==> src/rtl/bht_ckpt_writer_pkg.sv <==
// Shared types for the BHT checkpoint writer: entry packing constants, FSM states
// and the D-cache store port structs.
package bht_ckpt_writer_pkg;

    localparam int CKPT_ENTRY_BITS       = 3;
    localparam int CKPT_ENTRIES_PER_WORD = 21;
    localparam int DCACHE_INDEX_WIDTH    = 12;
    localparam int DCACHE_TAG_WIDTH      = 44;

    typedef enum logic [1:0] {
        CKPT_IDLE,
        CKPT_GATHER,
        CKPT_WRITE,
        CKPT_DONE
    } bht_ckpt_state_e;

    typedef struct packed {
        logic [DCACHE_INDEX_WIDTH-1:0] address_index;
        logic [DCACHE_TAG_WIDTH-1:0]   address_tag;
        logic [63:0]                   data_wdata;
        logic                          data_req;
        logic                          data_we;
        logic [7:0]                    data_be;
        logic [1:0]                    data_size;
        logic                          kill_req;
        logic                          tag_valid;
    } dcache_req_i_t;

    typedef struct packed {
        logic        data_gnt;
        logic        data_rvalid;
        logic [63:0] data_rdata;
    } dcache_req_o_t;

    function automatic int ceil_div(int a, int b);
        return (a + b - 1) / b;
    endfunction

endpackage

==> src/rtl/bht_ckpt_writer_if.sv <==
// D-cache store port between the checkpoint writer (master) and the cache (slave).
interface bht_ckpt_writer_if;
    import bht_ckpt_writer_pkg::*;

    dcache_req_i_t dcache_req;
    dcache_req_o_t dcache_rsp;

    modport master (output dcache_req, input dcache_rsp);
    modport slave  (input dcache_req, output dcache_rsp);
endinterface

==> src/rtl/bht_ckpt_writer.sv <==
// Streams every BHT entry into 64-bit words (21 x 3-bit entries each) and stores
// them to consecutive doublewords starting at an aligned base address.
//   state  | meaning
//   IDLE   | waiting for start_i
//   GATHER | reading one entry per cycle into word_buf
//   WRITE  | store request held until granted
//   DONE   | one-cycle completion pulse
module bht_ckpt_writer
    import bht_ckpt_writer_pkg::*;
#(
    parameter int NR_ENTRIES       = 1024,
    parameter int ENTRIES_PER_WORD = CKPT_ENTRIES_PER_WORD
) (
    input  logic                          clk_i,
    input  logic                          rst_ni,
    input  logic                          start_i,
    input  logic                          abort_i,
    input  logic [63:0]                   base_addr_i,
    output logic [$clog2(NR_ENTRIES)-1:0] entry_idx_o,
    input  logic [CKPT_ENTRY_BITS-1:0]    entry_i,
    bht_ckpt_writer_if.master             dc,
    output logic                          busy_o,
    output logic                          done_o
);

    localparam int IDX_W    = $clog2(NR_ENTRIES);
    localparam int CNT_W    = $clog2(NR_ENTRIES + 1);
    localparam int NR_WORDS = ceil_div(NR_ENTRIES, ENTRIES_PER_WORD);
    localparam int WCNT_W   = $clog2(NR_WORDS + 1);
    localparam int SLOT_W   = $clog2(ENTRIES_PER_WORD);

    localparam logic [SLOT_W-1:0] LAST_SLOT   = SLOT_W'(ENTRIES_PER_WORD - 1);
    localparam logic [CNT_W-1:0]  LAST_ENTRY  = CNT_W'(NR_ENTRIES - 1);
    localparam logic [CNT_W-1:0]  ALL_ENTRIES = CNT_W'(NR_ENTRIES);

    bht_ckpt_state_e    state_q, state_d;
    logic [63:0]        base_q, base_d;
    logic [CNT_W-1:0]   entry_cnt_q, entry_cnt_d;
    logic [WCNT_W-1:0]  word_cnt_q, word_cnt_d;
    logic [SLOT_W-1:0]  slot_q, slot_d;
    logic [63:0]        word_buf_q, word_buf_d;
    logic               abort_q, abort_d;
    logic [63:0]        st_addr;
    dcache_req_i_t      req;
    logic               unused_bits;

    assign st_addr     = base_q + (64'(word_cnt_q) << 3);
    assign busy_o      = (state_q != CKPT_IDLE);
    assign dc.dcache_req = req;
    assign unused_bits = ^{base_addr_i[2:0], dc.dcache_rsp.data_rvalid, dc.dcache_rsp.data_rdata,
                           st_addr[63:DCACHE_INDEX_WIDTH+DCACHE_TAG_WIDTH]};

    always_ff @(posedge clk_i) begin
        if (!rst_ni) begin
            state_q     <= CKPT_IDLE;
            base_q      <= '0;
            entry_cnt_q <= '0;
            word_cnt_q  <= '0;
            slot_q      <= '0;
            word_buf_q  <= '0;
            abort_q     <= 1'b0;
        end else begin
            state_q     <= state_d;
            base_q      <= base_d;
            entry_cnt_q <= entry_cnt_d;
            word_cnt_q  <= word_cnt_d;
            slot_q      <= slot_d;
            word_buf_q  <= word_buf_d;
            abort_q     <= abort_d;
        end
    end

    always_comb begin
        state_d     = state_q;
        base_d      = base_q;
        entry_cnt_d = entry_cnt_q;
        word_cnt_d  = word_cnt_q;
        slot_d      = slot_q;
        word_buf_d  = word_buf_q;
        abort_d     = abort_q;
        req         = '0;
        entry_idx_o = '0;
        done_o      = 1'b0;

        case (state_q)
            CKPT_IDLE: begin
                if (start_i) begin
                    base_d      = {base_addr_i[63:3], 3'b000};
                    entry_cnt_d = '0;
                    word_cnt_d  = '0;
                    slot_d      = '0;
                    word_buf_d  = '0;
                    abort_d     = 1'b0;
                    state_d     = CKPT_GATHER;
                end
            end
            CKPT_GATHER: begin
                entry_idx_o = entry_cnt_q[IDX_W-1:0];
                if (abort_i) begin
                    state_d = CKPT_IDLE;
                end else begin
                    word_buf_d  = word_buf_q | (64'(entry_i) << (CKPT_ENTRY_BITS * 32'(slot_q)));
                    entry_cnt_d = entry_cnt_q + 1'b1;
                    slot_d      = slot_q + 1'b1;
                    if (slot_q == LAST_SLOT || entry_cnt_q == LAST_ENTRY) begin
                        state_d = CKPT_WRITE;
                    end
                end
            end
            CKPT_WRITE: begin
                req.address_index = st_addr[DCACHE_INDEX_WIDTH-1:0];
                req.address_tag   = st_addr[DCACHE_INDEX_WIDTH +: DCACHE_TAG_WIDTH];
                req.data_wdata    = word_buf_q;
                req.data_req      = 1'b1;
                req.data_we       = 1'b1;
                req.data_be       = 8'hFF;
                req.data_size     = 2'b11;
                req.kill_req      = 1'b0;
                req.tag_valid     = 1'b1;
                if (abort_i) begin
                    abort_d = 1'b1;
                end
                // An abort only lands once the outstanding store has been accepted.
                if (dc.dcache_rsp.data_gnt) begin
                    word_cnt_d = word_cnt_q + 1'b1;
                    slot_d     = '0;
                    word_buf_d = '0;
                    abort_d    = 1'b0;
                    if (abort_q || abort_i) begin
                        state_d = CKPT_IDLE;
                    end else if (entry_cnt_q == ALL_ENTRIES) begin
                        state_d = CKPT_DONE;
                    end else begin
                        state_d = CKPT_GATHER;
                    end
                end
            end
            CKPT_DONE: begin
                done_o  = !abort_i;
                state_d = CKPT_IDLE;
            end
            default: state_d = CKPT_IDLE;
        endcase
    end

endmodule

==> src/flat_wrapper.sv <==
// flat-port wrapper written by rule: the top's interface ports become plain ports
module bht_ckpt_writer_flat import bht_ckpt_writer_pkg::*;
#(
    parameter int NR_ENTRIES       = 1024,
    parameter int ENTRIES_PER_WORD = CKPT_ENTRIES_PER_WORD
)
  (clk_i, rst_ni, start_i, abort_i, base_addr_i, entry_idx_o, entry_i, busy_o, done_o, dc_dcache_req, dc_dcache_rsp);
  bht_ckpt_writer_if dc_i ();
  input  logic clk_i;
  input  logic rst_ni;
  input  logic start_i;
  input  logic abort_i;
  input  logic [63:0] base_addr_i;
  output logic [$clog2(NR_ENTRIES)-1:0] entry_idx_o;
  input  logic [CKPT_ENTRY_BITS-1:0] entry_i;
  output logic busy_o;
  output logic done_o;
  output wire logic [$bits(dc_i.dcache_req)-1:0] dc_dcache_req;
  input wire logic [$bits(dc_i.dcache_rsp)-1:0] dc_dcache_rsp;
  assign dc_dcache_req = dc_i.dcache_req;
  assign dc_i.dcache_rsp = dc_dcache_rsp;
  bht_ckpt_writer #(.NR_ENTRIES(NR_ENTRIES), .ENTRIES_PER_WORD(ENTRIES_PER_WORD)) u_core (.clk_i(clk_i), .rst_ni(rst_ni), .start_i(start_i), .abort_i(abort_i), .base_addr_i(base_addr_i), .entry_idx_o(entry_idx_o), .entry_i(entry_i), .dc(dc_i), .busy_o(busy_o), .done_o(done_o));
endmodule
==> config.mk <==
export PLATFORM = sky130hd
export DESIGN_NAME = bht_ckpt_writer_flat
export DESIGN_NICKNAME = d
export VERILOG_FILES = /design/src/rtl/bht_ckpt_writer_pkg.sv /design/src/rtl/bht_ckpt_writer_if.sv /design/src/rtl/bht_ckpt_writer.sv /design/src/flat_wrapper.sv
export SDC_FILE = /design/constraint.sdc
export NUM_CORES = 1
export LEC_CHECK = 0
export BUFFER_PORTS_ARGS = -buffer_cell sky130_fd_sc_hd__buf_2
export CAP_MARGIN = 20
export CORE_UTILIZATION = 50
export DETAILED_ROUTE_END_ITERATION = 6
export PLACE_DENSITY_LB_ADDON = 0.15
export SETUP_SLACK_MARGIN = 0.15
export SYNTH_ARGS = -nofsm -noshare
export SYNTH_HDL_FRONTEND = slang
export SYNTH_SLANG_ARGS = --single-unit
==> constraint.sdc <==
create_clock -name clk_i -period 3 [get_ports clk_i]
set_input_delay 0 -clock clk_i [delete_from_list [all_inputs] [get_ports clk_i]]
set_output_delay 0 -clock clk_i [all_outputs]
set_load 0.01 [all_outputs]
==> results.json, run 1 <==
{
  "synth_edf_count": 0,
  "yosys-top-cells-area": "dfxtp_1, a21oi_1, nand2_1",
  "r2r_end": "u_core.word_buf_q[13]$_SDFFE_PN0P_",
  "io_pins": 283,
  "clockBufferDepth": 2,
  "path_max_fanout": 7,
  "drt_iter0_drc": 548,
  "min_delay_worst_endpoint": "u_core.word_buf_q[48]$_SDFFE_PN0P_",
  "setup_ws_ps": 144.1,
  "clk_pin_slew_ps": 70,
  "status": "finished clean",
  "grt_pass1_vias": 6954,
  "place_ws_ps": 316.9,
  "n_antenna_cell": 0,
  "layout_commonest_cell": "buf_2",
  "p_per_area_nw_per_um2": 471.7,
  "finalWorstPathRequiredPeriod_ps": 2856,
  "ys.flop_type": "dfxtp_1",
  "grt_start_max_net_pins": 71,
  "switching_share_pct": 28.55,
  "synth_compound_area_share_pct": 18.56,
  "fmaxAchievable_mhz": 350.2,
  "holdWs_ps": 60.55,
  "cts_tree": "done",
  "reg2reg_slack_ps": 530,
  "cp-end-kind": "output pin",
  "grt_pass1_wl_um": 33240,
  "cts_max_level": 4,
  "ctsRootBufferMaster": "clkbuf_16",
  "setup_viol": 0,
  "drive_above_1_share_pct": 25.21,
  "path_class": "register to output pin",
  "wl_um": 21770,
  "dp_cells": 1296,
  "pwr-share-comb_pct": 10.3,
  "drc": 0,
  "fin_cells": 1402,
  "dieWidth_um": 124.2,
  "yosys_warnings": 0,
  "cp_slowest_cell": "a2111oi_2",
  "fillers": 1243,
  "clkSinkCount": 142,
  "start_util_pct": 51.36,
  "postSynthCellCount": 965,
  "ys_seq_elements": 142,
  "die-area_um2": 15420,
  "cp.arrival_ps": 2860,
  "antenna_found_initial": 0,
  "tns_ps": 0,
  "drv_slew": 0,
  "worst_clock_skew_ps": 8.548,
  "crit_required_ps": 3000,
  "async_flop_share_pct": 0,
  "synth_adder_area_share_pct": 2.112,
  "ir_drop_v": 0.0004607,
  "hold_class": "input port to register",
  "power.share.clock_pct": 46.0,
  "r2r-start": "u_core.state_q[1]$_SDFFE_PN0P_",
  "vias_per_cell": 5.526,
  "path_cells": "ha_4, inv_2, fa_2, and2b_1, o211ai_1, a2111oi_2, buf_4, nand4_1, mux2i_1, buf_2",
  "core.rowCount": 44,
  "hpwlAfterDp_um": 13960,
  "hold_viol": 0,
  "fin_util_pct": 67.78,
  "ys_types": 67,
  "syn_area_um2": 7465,
  "gp_congestion": 0.8428,
  "period_share_pct": 95.20,
  "cp_slowest_stage_delay_ps": 390,
  "slew_headroom_pct": 32.24,
  "synth_area_leader_cell": "dfxtp_1",
  "synthMuxAreaShare_pct": 0.4023,
  "ant_nets": 0,
  "drv_cap": 0,
  "synth_xor_area_share_pct": 3.637,
  "yosys.area_share.simple_pct": 31.34,
  "areaGrowthSynthToFinish_pct": 31.96,
  "synth_top_family_by_area": "simple AND/OR/NAND/NOR gates",
  "internal-power_mw": 3.320,
  "rsz0062_at_grt": "yes",
  "grt_overflow": 0,
  "grtUsageTotal_pct": 27.59,
  "numCtsBuffers": 17,
  "rr_worst_depth": 5,
  "coreArea_um2": 14530,
  "vias": 7747,
  "drtPass1Iterations": 5,
  "holdPathStages": 4,
  "wire_per_inst_um": 15.52,
  "design_area_um2": 9851,
  "port_buffers": 202,
  "p_total_mw": 4.647,
  "leakagePower_nw": 4.188,
  "holdCritStartpoint": "entry_i[0]",
  "placed_area_um2": 8508,
  "worstSkewPairLatency_ps": 430,
  "ys_seq_area_share_pct": 38.08,
  "worstMarginPinSlew_ps": 1014,
  "switching_power_mw": 1.327,
  "mostFrequentLayoutCells": "buf_2, nand2_1, dfxtp_1",
  "synth_top_area_share_pct": 38.08,
  "dieHeight_um": 124.2,
  "startpoint_type": "register",
  "power_frac_seq_pct": 43.7,
  "syn_avg_cell_area_um2": 7.735,
  "nets": 1354
}
sequential cells by signal, indices dropped and copies added (netlist names):
register and flops:
u_core.entry_cnt_q 11, u_core.word_cnt_q 6, u_core.abort_q 1, u_core.slot_q 5, u_core.word_buf_q 64, u_core.base_q 53
u_core.state_q 2
layout make-up:
cell class	instances	area (um^2)	area share, %
timing repair buffer	294	1867	18.95
tap	184	230.2	2.337
sequential	142	2846	28.90
multi-input combinational	732	4248	43.12
inverter	18	67.56	0.6859
clock buffer	17	425.4	4.319
clock inverter	15	166.4	1.689
worst max-delay path, delay by kind of cell, from the launching register on:
| kind | cells | cell delay [ps] |
|---|---|---|
| muxes | 1 | 220 |
| and+or+nand+nor | 2 | 360 |
| AOI/OAI and AO/OA | 2 | 610 |
| DFF | 1 | 350 |
| buffers and inverters | 3 | 410 |
| adders and majority gates | 2 | 470 |
cell usage after synthesis, types with 3 or more instances:
cell         n
o2111ai_1    3
nand4b_1     4
o31ai_1      7
ha_1        11
or3_1       19
mux2i_1      3
inv_1       17
a31oi_1     32
a211oi_1     4
a22o_1      10
o21a_1       3
nor4_1       5
and4_1       7
nand2b_1     3
nor2b_1      6
nand2_1    144
nor2_1     106
and3_1       9
clkbuf_1    40
nand3_1     19
xor2_1      20
buf_4       19
buf_1        9
nor3b_1      3
xnor2_1     11
dfxtp_1    142
nand4_1     20
nor3_1       8
nor3_4       3
o21ai_0     25
buf_2        7
o211ai_1     3
a41o_1       4
nor3_2       3
and2_1      80
a21oi_1    115
or4_1        5
power groups by stage:
stage                     clock [mW]  sequential (mW)  combinational (mW)
after floorplan                    0             2.04               0.305
after global placement             0             2.07               0.405
after detailed placement           0             2.07               0.411
after CTS                       2.16             2.03               0.473
after global routing            2.22             2.04               0.533
final                           2.14             2.03               0.478
how the worst max path moves through the flow:
| stage | startpoint | endpoint | slack, ps | cells after the start |
|---|---|---|---|---|
| floorplan | u_core.word_cnt_q[0]$_SDFFE_PN0P_ | dc_dcache_req[99] | 540 | 8 |
| global placement | u_core.word_cnt_q[0]$_SDFFE_PN0P_ | dc_dcache_req[107] | 330 | 10 |
| detailed placement | u_core.word_cnt_q[0]$_SDFFE_PN0P_ | dc_dcache_req[117] | 320 | 9 |
| CTS | u_core.base_q[3]$_SDFFE_PN0P_ | dc_dcache_req[99] | 70 | 10 |
| global route | u_core.word_cnt_q[0]$_SDFFE_PN0P_ | dc_dcache_req[99] | 6 | 10 |
| finish | u_core.word_cnt_q[0]$_SDFFE_PN0P_ | dc_dcache_req[99] | 140 | 10 |
per-layer routing:
| metal | vias up | share of wire (%) | track usage, % |
|---|---|---|---|
| li1 | 3802 | - | - |
| met1 | 3593 | 42 | 33.84 |
| met2 | 300 | 48 | 46.62 |
| met3 | 52 | 6.1 | 5.632 |
| met4 | 0 | 3.0 | 11.90 |
| met5 | - | 0 | 0 |
kinds of logic (layout without fill, tap and decap cells):
kind of cell,after synthesis,count (layout)
and+or+nand+nor,458,458
AOI/OAI and AO/OA,224,224
DFF,142,142
buffers and inverters,94,344
xor gates and xnor gates,31,31
adders and majority gates,12,12
muxes,3,3
other,1,4
what timing repair did:
item | 4_1_cts | 5_1_grt
setup endpoints to repair | 19 | 23
resized for setup | 7 | 9
endpoints found under the hold margin | 58 | 0
setup buffers | 7 | 9
pin swaps | 8 | 15
gates cloned | 0 | 0
hold buffers | 58 | 0
(Power assumes the default switching activity.)
==> run 2: changes to the inputs <==
--- a/config.mk
+++ b/config.mk
@@ -5,10 +5,11 @@
 export SDC_FILE = /design/constraint.sdc
 export NUM_CORES = 1
 export LEC_CHECK = 0
-export BUFFER_PORTS_ARGS = -buffer_cell sky130_fd_sc_hd__buf_2
+export BUFFER_PORTS_ARGS = -buffer_cell sky130_fd_sc_hd__clkbuf_2
 export CAP_MARGIN = 20
 export CORE_UTILIZATION = 50
 export DETAILED_ROUTE_END_ITERATION = 6
+export MAX_ROUTING_LAYER = met4
 export PLACE_DENSITY_LB_ADDON = 0.15
 export SETUP_SLACK_MARGIN = 0.15
 export SYNTH_ARGS = -nofsm -noshare
==> run 2 against run 1 <==
Clock power down 5%. Global-route usage up 0.66 points. Routed wire length down 0.75%. Combinational power is essentially flat. Largest power group is now registers. Via count grew 0.27%. Critical path depth unchanged. Critical endpoint unchanged. Critical path type unchanged. Fmax is 1.2% higher. Highest routed layer unchanged.
==> results.json, run 2 (same netlist as run 1, synthesis figures left out) <==
{
  "cts_tree": "done",
  "clk_pin_slew_ps": 60,
  "wl_um": 21600,
  "tns_ps": 0,
  "hpwlAfterDp_um": 13600,
  "grt_pass1_wl_um": 33180,
  "grt_overflow": 0,
  "drc": 0,
  "fin_cells": 1400,
  "largest-register": "u_core.word_buf_q",
  "dp_cells": 1295,
  "drtPass1Iterations": 5,
  "vias_per_cell": 5.549,
  "internal-power_mw": 3.289,
  "rsz0062_at_grt": "yes",
  "dieHeight_um": 124.2,
  "slew_headroom_pct": 32.32,
  "grt_pass1_vias": 6828,
  "cp.arrival_ps": 2820,
  "numCtsBuffers": 17,
  "power.share.clock_pct": 44.7,
  "die-area_um2": 15420,
  "placed_area_um2": 8488,
  "mostFrequentLayoutCells": "clkbuf_2, nand2_1, dfxtp_1",
  "fmaxAchievable_mhz": 354.4,
  "ctsRootBufferMaster": "clkbuf_16",
  "min_delay_worst_endpoint": "u_core.word_buf_q[42]$_SDFFE_PN0P_",
  "worstMarginPinSlew_ps": 1013,
  "vias": 7768,
  "holdCritStartpoint": "entry_i[0]",
  "p_per_area_nw_per_um2": 460.6,
  "wire_per_inst_um": 15.43,
  "cp-end-kind": "output pin",
  "setup_viol": 0,
  "ant_nets": 0,
  "hold_class": "input port to register",
  "areaGrowthSynthToFinish_pct": 31.90,
  "grtUsageTotal_pct": 28.26,
  "grt_start_max_net_pins": 59,
  "design_area_um2": 9846,
  "reg_top3": "u_core.word_buf_q x64, u_core.base_q x53, u_core.entry_cnt_q x11",
  "coreArea_um2": 14530,
  "reg2reg_slack_ps": 700,
  "largest_reg_flops": 64,
  "clkSinkCount": 142,
  "gp_congestion": 0.8549,
  "period_share_pct": 94.06,
  "path_max_fanout": 8,
  "switching_power_mw": 1.246,
  "io_pins": 283,
  "finalWorstPathRequiredPeriod_ps": 2822,
  "port_buffers": 202,
  "antenna_found_initial": 0,
  "n_antenna_cell": 0,
  "cts_max_level": 4,
  "drt_iter0_drc": 653,
  "status": "finished clean",
  "path_class": "register to output pin",
  "rr_worst_depth": 5,
  "crit_required_ps": 3000,
  "nets": 1352,
  "core.rowCount": 44,
  "drv_slew": 0,
  "holdWs_ps": 68.87,
  "power_frac_seq_pct": 44.8,
  "worstSkewPairLatency_ps": 430,
  "startpoint_type": "register",
  "drv_cap": 0,
  "r2r_end": "u_core.word_buf_q[20]$_SDFFE_PN0P_",
  "drive_above_1_share_pct": 25.49,
  "layout_commonest_cell": "clkbuf_2",
  "leakagePower_nw": 4.035,
  "ir_drop_v": 0.0004177,
  "start_util_pct": 51.36,
  "hold_viol": 0,
  "fin_util_pct": 67.74,
  "dieWidth_um": 124.2,
  "clockBufferDepth": 2,
  "worst_clock_skew_ps": 9.600,
  "pwr-share-comb_pct": 10.5,
  "r2r-start": "u_core.state_q[1]$_SDFFE_PN0P_",
  "holdPathStages": 4,
  "switching_share_pct": 27.47
}
run 2: cell count changes in the layout (fill, tap and decap cells not counted), sizes merged:
cell,previous run,this run
buf,236,40
clkbuf,17,213
clkinv,3,6
clkinvlp,1,2
dlygate4sd3,58,57
inv,28,22
o2111ai,4,5
run 2: cell type report:
type                            count  area (um^2)
Fill cell                        1290         4688
Multi-Input combinational cell    733         4304
Sequential cell                   142         2846
Timing Repair Buffer              291         1836
Clock buffer                       19        432.9
Tap cell                          184        230.2
Clock inverter                     13        128.9
Inverter                           18        67.56
run 2: power groups by stage:
stage	clock network [mW]	logic [mW]	registers [mW]
after global placement	0	0.403	2.07
final	2.03	0.476	2.03
after CTS	2.04	0.472	2.03
after floorplan	0	0.305	2.04
after global routing	2.13	0.532	2.04
after detailed placement	0	0.408	2.07
run 2: critical path, cell delays in order, from the launching register on:
cell and delay [ps]:
dfxtp_2 350, ha_4 140, inv_2 40, fa_2 330, and2b_2 250, o211ai_1 190
a2111oi_2 360, buf_4 240, nand4_1 130, mux2i_1 210, buf_2 160
run 2: worst max-delay path by stage:
stage	start	to	slack, ps
6_report	u_core.base_q[3]$_SDFFE_PN0P_	dc_dcache_req[99]	180
3_5_place_dp	u_core.word_cnt_q[0]$_SDFFE_PN0P_	dc_dcache_req[117]	300
3_3_place_gp	u_core.word_cnt_q[0]$_SDFFE_PN0P_	dc_dcache_req[117]	320
5_1_grt	u_core.base_q[3]$_SDFFE_PN0P_	dc_dcache_req[99]	40
4_1_cts	u_core.base_q[3]$_SDFFE_PN0P_	dc_dcache_req[99]	100
2_1_floorplan	u_core.word_cnt_q[0]$_SDFFE_PN0P_	dc_dcache_req[99]	540
run 2: timing repair:
action,CTS,global route
buffers inserted,9,6
hold buffers,57,0
endpoints found under the setup margin,21,23
pin swaps,6,12
gates cloned,1,0
resized for setup,9,24
endpoints found under the hold margin,58,0
run 2: per-stage QoR:
stage	total power, mW	worst slack, ps
floorplan	2.343	542.0
global placement	2.468	319.7
detailed placement	2.476	298.9
CTS	4.540	103.7
global route	4.699	38.06
finish	4.535	178.1
run 2: per-layer routing:
layer	global-route usage (%)	up-vias	part of all wire, %
met5	-	-	0
met4	11.16	0	2.4
met3	4.945	45	5.2
met2	47.20	260	50
met1	33.69	3650	43
li1	-	3813	-
==> run 3: changes to the inputs <==
--- a/config.mk
+++ b/config.mk
@@ -7,7 +7,9 @@
 export LEC_CHECK = 0
 export BUFFER_PORTS_ARGS = -buffer_cell sky130_fd_sc_hd__clkbuf_2
 export CAP_MARGIN = 20
-export CORE_UTILIZATION = 50
+export CELL_PAD_IN_SITES_DETAIL_PLACEMENT = 1
+export CELL_PAD_IN_SITES_GLOBAL_PLACEMENT = 2
+export CORE_UTILIZATION = 27
 export DETAILED_ROUTE_END_ITERATION = 6
 export MAX_ROUTING_LAYER = met4
 export PLACE_DENSITY_LB_ADDON = 0.15
==> run 3 against run 2 <==
Fmax up 1.2%. Utilization down 30 points. Largest cell class unchanged. Die area up 84%. Flip-flop and latch count unchanged. Routed wire length up 21%.
==> results.json, run 3 (same netlist as run 1, synthesis figures left out) <==
{
  "status": "finished clean",
  "wire_per_inst_um": 16.73,
  "seq_area_um2": 2851,
  "worstSkewPairLatency_ps": 430,
  "die-area_um2": 28320,
  "reg_top3": "u_core.word_buf_q x64, u_core.base_q x53, u_core.entry_cnt_q x11",
  "path_cells": "ha_4, inv_2, fa_2, and2b_2, o211ai_1, a2111oi_2, buf_4, nand4_1, mux2i_1, buf_2",
  "drive_above_1_share_pct": 25.92,
  "coreArea_um2": 27030,
  "fmaxAchievable_mhz": 358.6,
  "period_share_pct": 92.97,
  "start_util_pct": 27.62,
  "gp_congestion": 0.7545,
  "hold_class": "input port to register",
  "ant_nets": 0,
  "slew_headroom_pct": 54.18,
  "fin_util_pct": 37.64,
  "largest_reg_flops": 64,
  "core.rowCount": 60,
  "drc": 0,
  "crit_required_ps": 3000,
  "wl_um": 26160,
  "grt_pass1_vias": 7628,
  "hold_viol": 0,
  "grtUsageTotal_pct": 19.17,
  "clockBufferDepth": 2,
  "hpwlAfterDp_um": 17780,
  "setup_viol": 0,
  "numCtsBuffers": 17,
  "worstMarginPinSlew_ps": 687.3,
  "cp_slowest_cell": "dfxtp_4",
  "cts_max_level": 4,
  "clkSinkCount": 142,
  "areaGrowthSynthToFinish_pct": 36.27,
  "n_antenna_cell": 0,
  "drv_slew": 0,
  "path_buf_inv": 3,
  "layout_commonest_cell": "clkbuf_2",
  "nets": 1359,
  "largest-register": "u_core.word_buf_q",
  "ir_drop_v": 0.0004146,
  "multi_input_area_um2": 4303,
  "finalWorstPathRequiredPeriod_ps": 2789,
  "io_pins": 283,
  "leakagePower_nw": 4.119,
  "drtPass1Iterations": 5,
  "startpoint_type": "register",
  "holdWs_ps": 53.34,
  "ctsRootBufferMaster": "clkbuf_16",
  "cp.arrival_ps": 2790,
  "fillers": 3298,
  "rsz0062_at_grt": "yes",
  "port_buffers": 202,
  "cts_tree": "done",
  "grt_pass1_wl_um": 41860,
  "tns_ps": 0,
  "grt_overflow": 0,
  "cpLargestDelayFamily": "compound AO/OA/AOI/OAI gates",
  "cp-end-kind": "output pin",
  "dieHeight_um": 168.3,
  "vias_per_cell": 4.850,
  "worst_clock_skew_ps": 13.92,
  "p_per_area_nw_per_um2": 459.6,
  "clk_pin_slew_ps": 70,
  "drt_iter0_drc": 330,
  "path_class": "register to output pin",
  "vias": 7586,
  "cp_slowest_stage_delay_ps": 360,
  "dieWidth_um": 168.3,
  "grt_start_max_net_pins": 89,
  "antenna_found_initial": 0,
  "path_max_fanout": 7,
  "mostFrequentLayoutCells": "clkbuf_2, nand2_1, dfxtp_1",
  "drv_cap": 0
}
==> run 3: cell count changes in the layout (fill, tap and decap cells not counted), sizes merged <==
cell	before	now
clkbuf	213	212
buf	40	46
clkinv	6	4
bufinv	1	0
inv	22	27
==> run 3: tightest hold or removal path: cells and delay by family <==
kind | cells | cell delay [ps]
buffers and inverters | 1 | 80
AO/OA/AOI/OAI | 1 | 130
AND/OR/NAND/NOR | 2 | 220
==> run 3: report_power, final <==
| group | switching, mW | internal [mW] |
|---|---|---|
| Clock | 1.02 | 1.13 |
| Sequential | 0.0906 | 1.94 |
| Combinational | 0.303 | 0.195 |
==> run 3: metrics by stage <==
stage	setup WS, ps	power (mW)	std cells	cell area (um^2)
final	211.0	4.675	1564	10170
after global routing	63.06	4.898	1564	10170
after CTS	110.0	4.744	1557	10080
after detailed placement	219.1	2.519	1455	8745
after global placement	280.6	2.512	1455	8745
after floorplan	542.0	2.343	968	7476
==> run 3: repair_timing <==
action,4_1_cts,5_1_grt
gates resized for setup,14,20
hold buffers,57,0
cloned,1,0
setup endpoints to repair,26,23
hold endpoints to repair,58,0
setup buffers,12,7
pin swaps,6,16
==> run 3: cell type report <==
type | count | area share (%)
multi-input cells | 733 | 42.30
well taps | 341 | 4.194
clock inverters | 15 | 1.685
flip-flops and latches | 142 | 28.03
repair buffers | 298 | 18.94
clock buffers | 17 | 4.182
inverters | 18 | 0.6642
==> run 3: final timing paths <==
check	slack [ps]	end	cells after the start	from
setup / recovery	210	dc_dcache_req[99]	10	u_core.word_cnt_q[0]$_SDFFE_PN0P_
hold / removal	50	u_core.word_buf_q[32]$_SDFFE_PN0P_	4	entry_i[2]
hold reg to reg	460	u_core.word_buf_q[11]$_SDFFE_PN0P_	2	u_core.word_buf_q[11]$_SDFFE_PN0P_
setup reg to reg	670	u_core.word_buf_q[15]$_SDFFE_PN0P_	5	u_core.state_q[0]$_SDFFE_PN0P_
==> run 3: metal layers <==
metal / up-vias / part of all wire (%) / global-route usage [%]
li1: 3829 / - / -
met1: 3589 / 47 / 23.90
met2: 145 / 48 / 32.00
met3: 23 / 3.4 / 3.526
met4: 0 / 1.5 / 4.466
met5: - / 0 / -
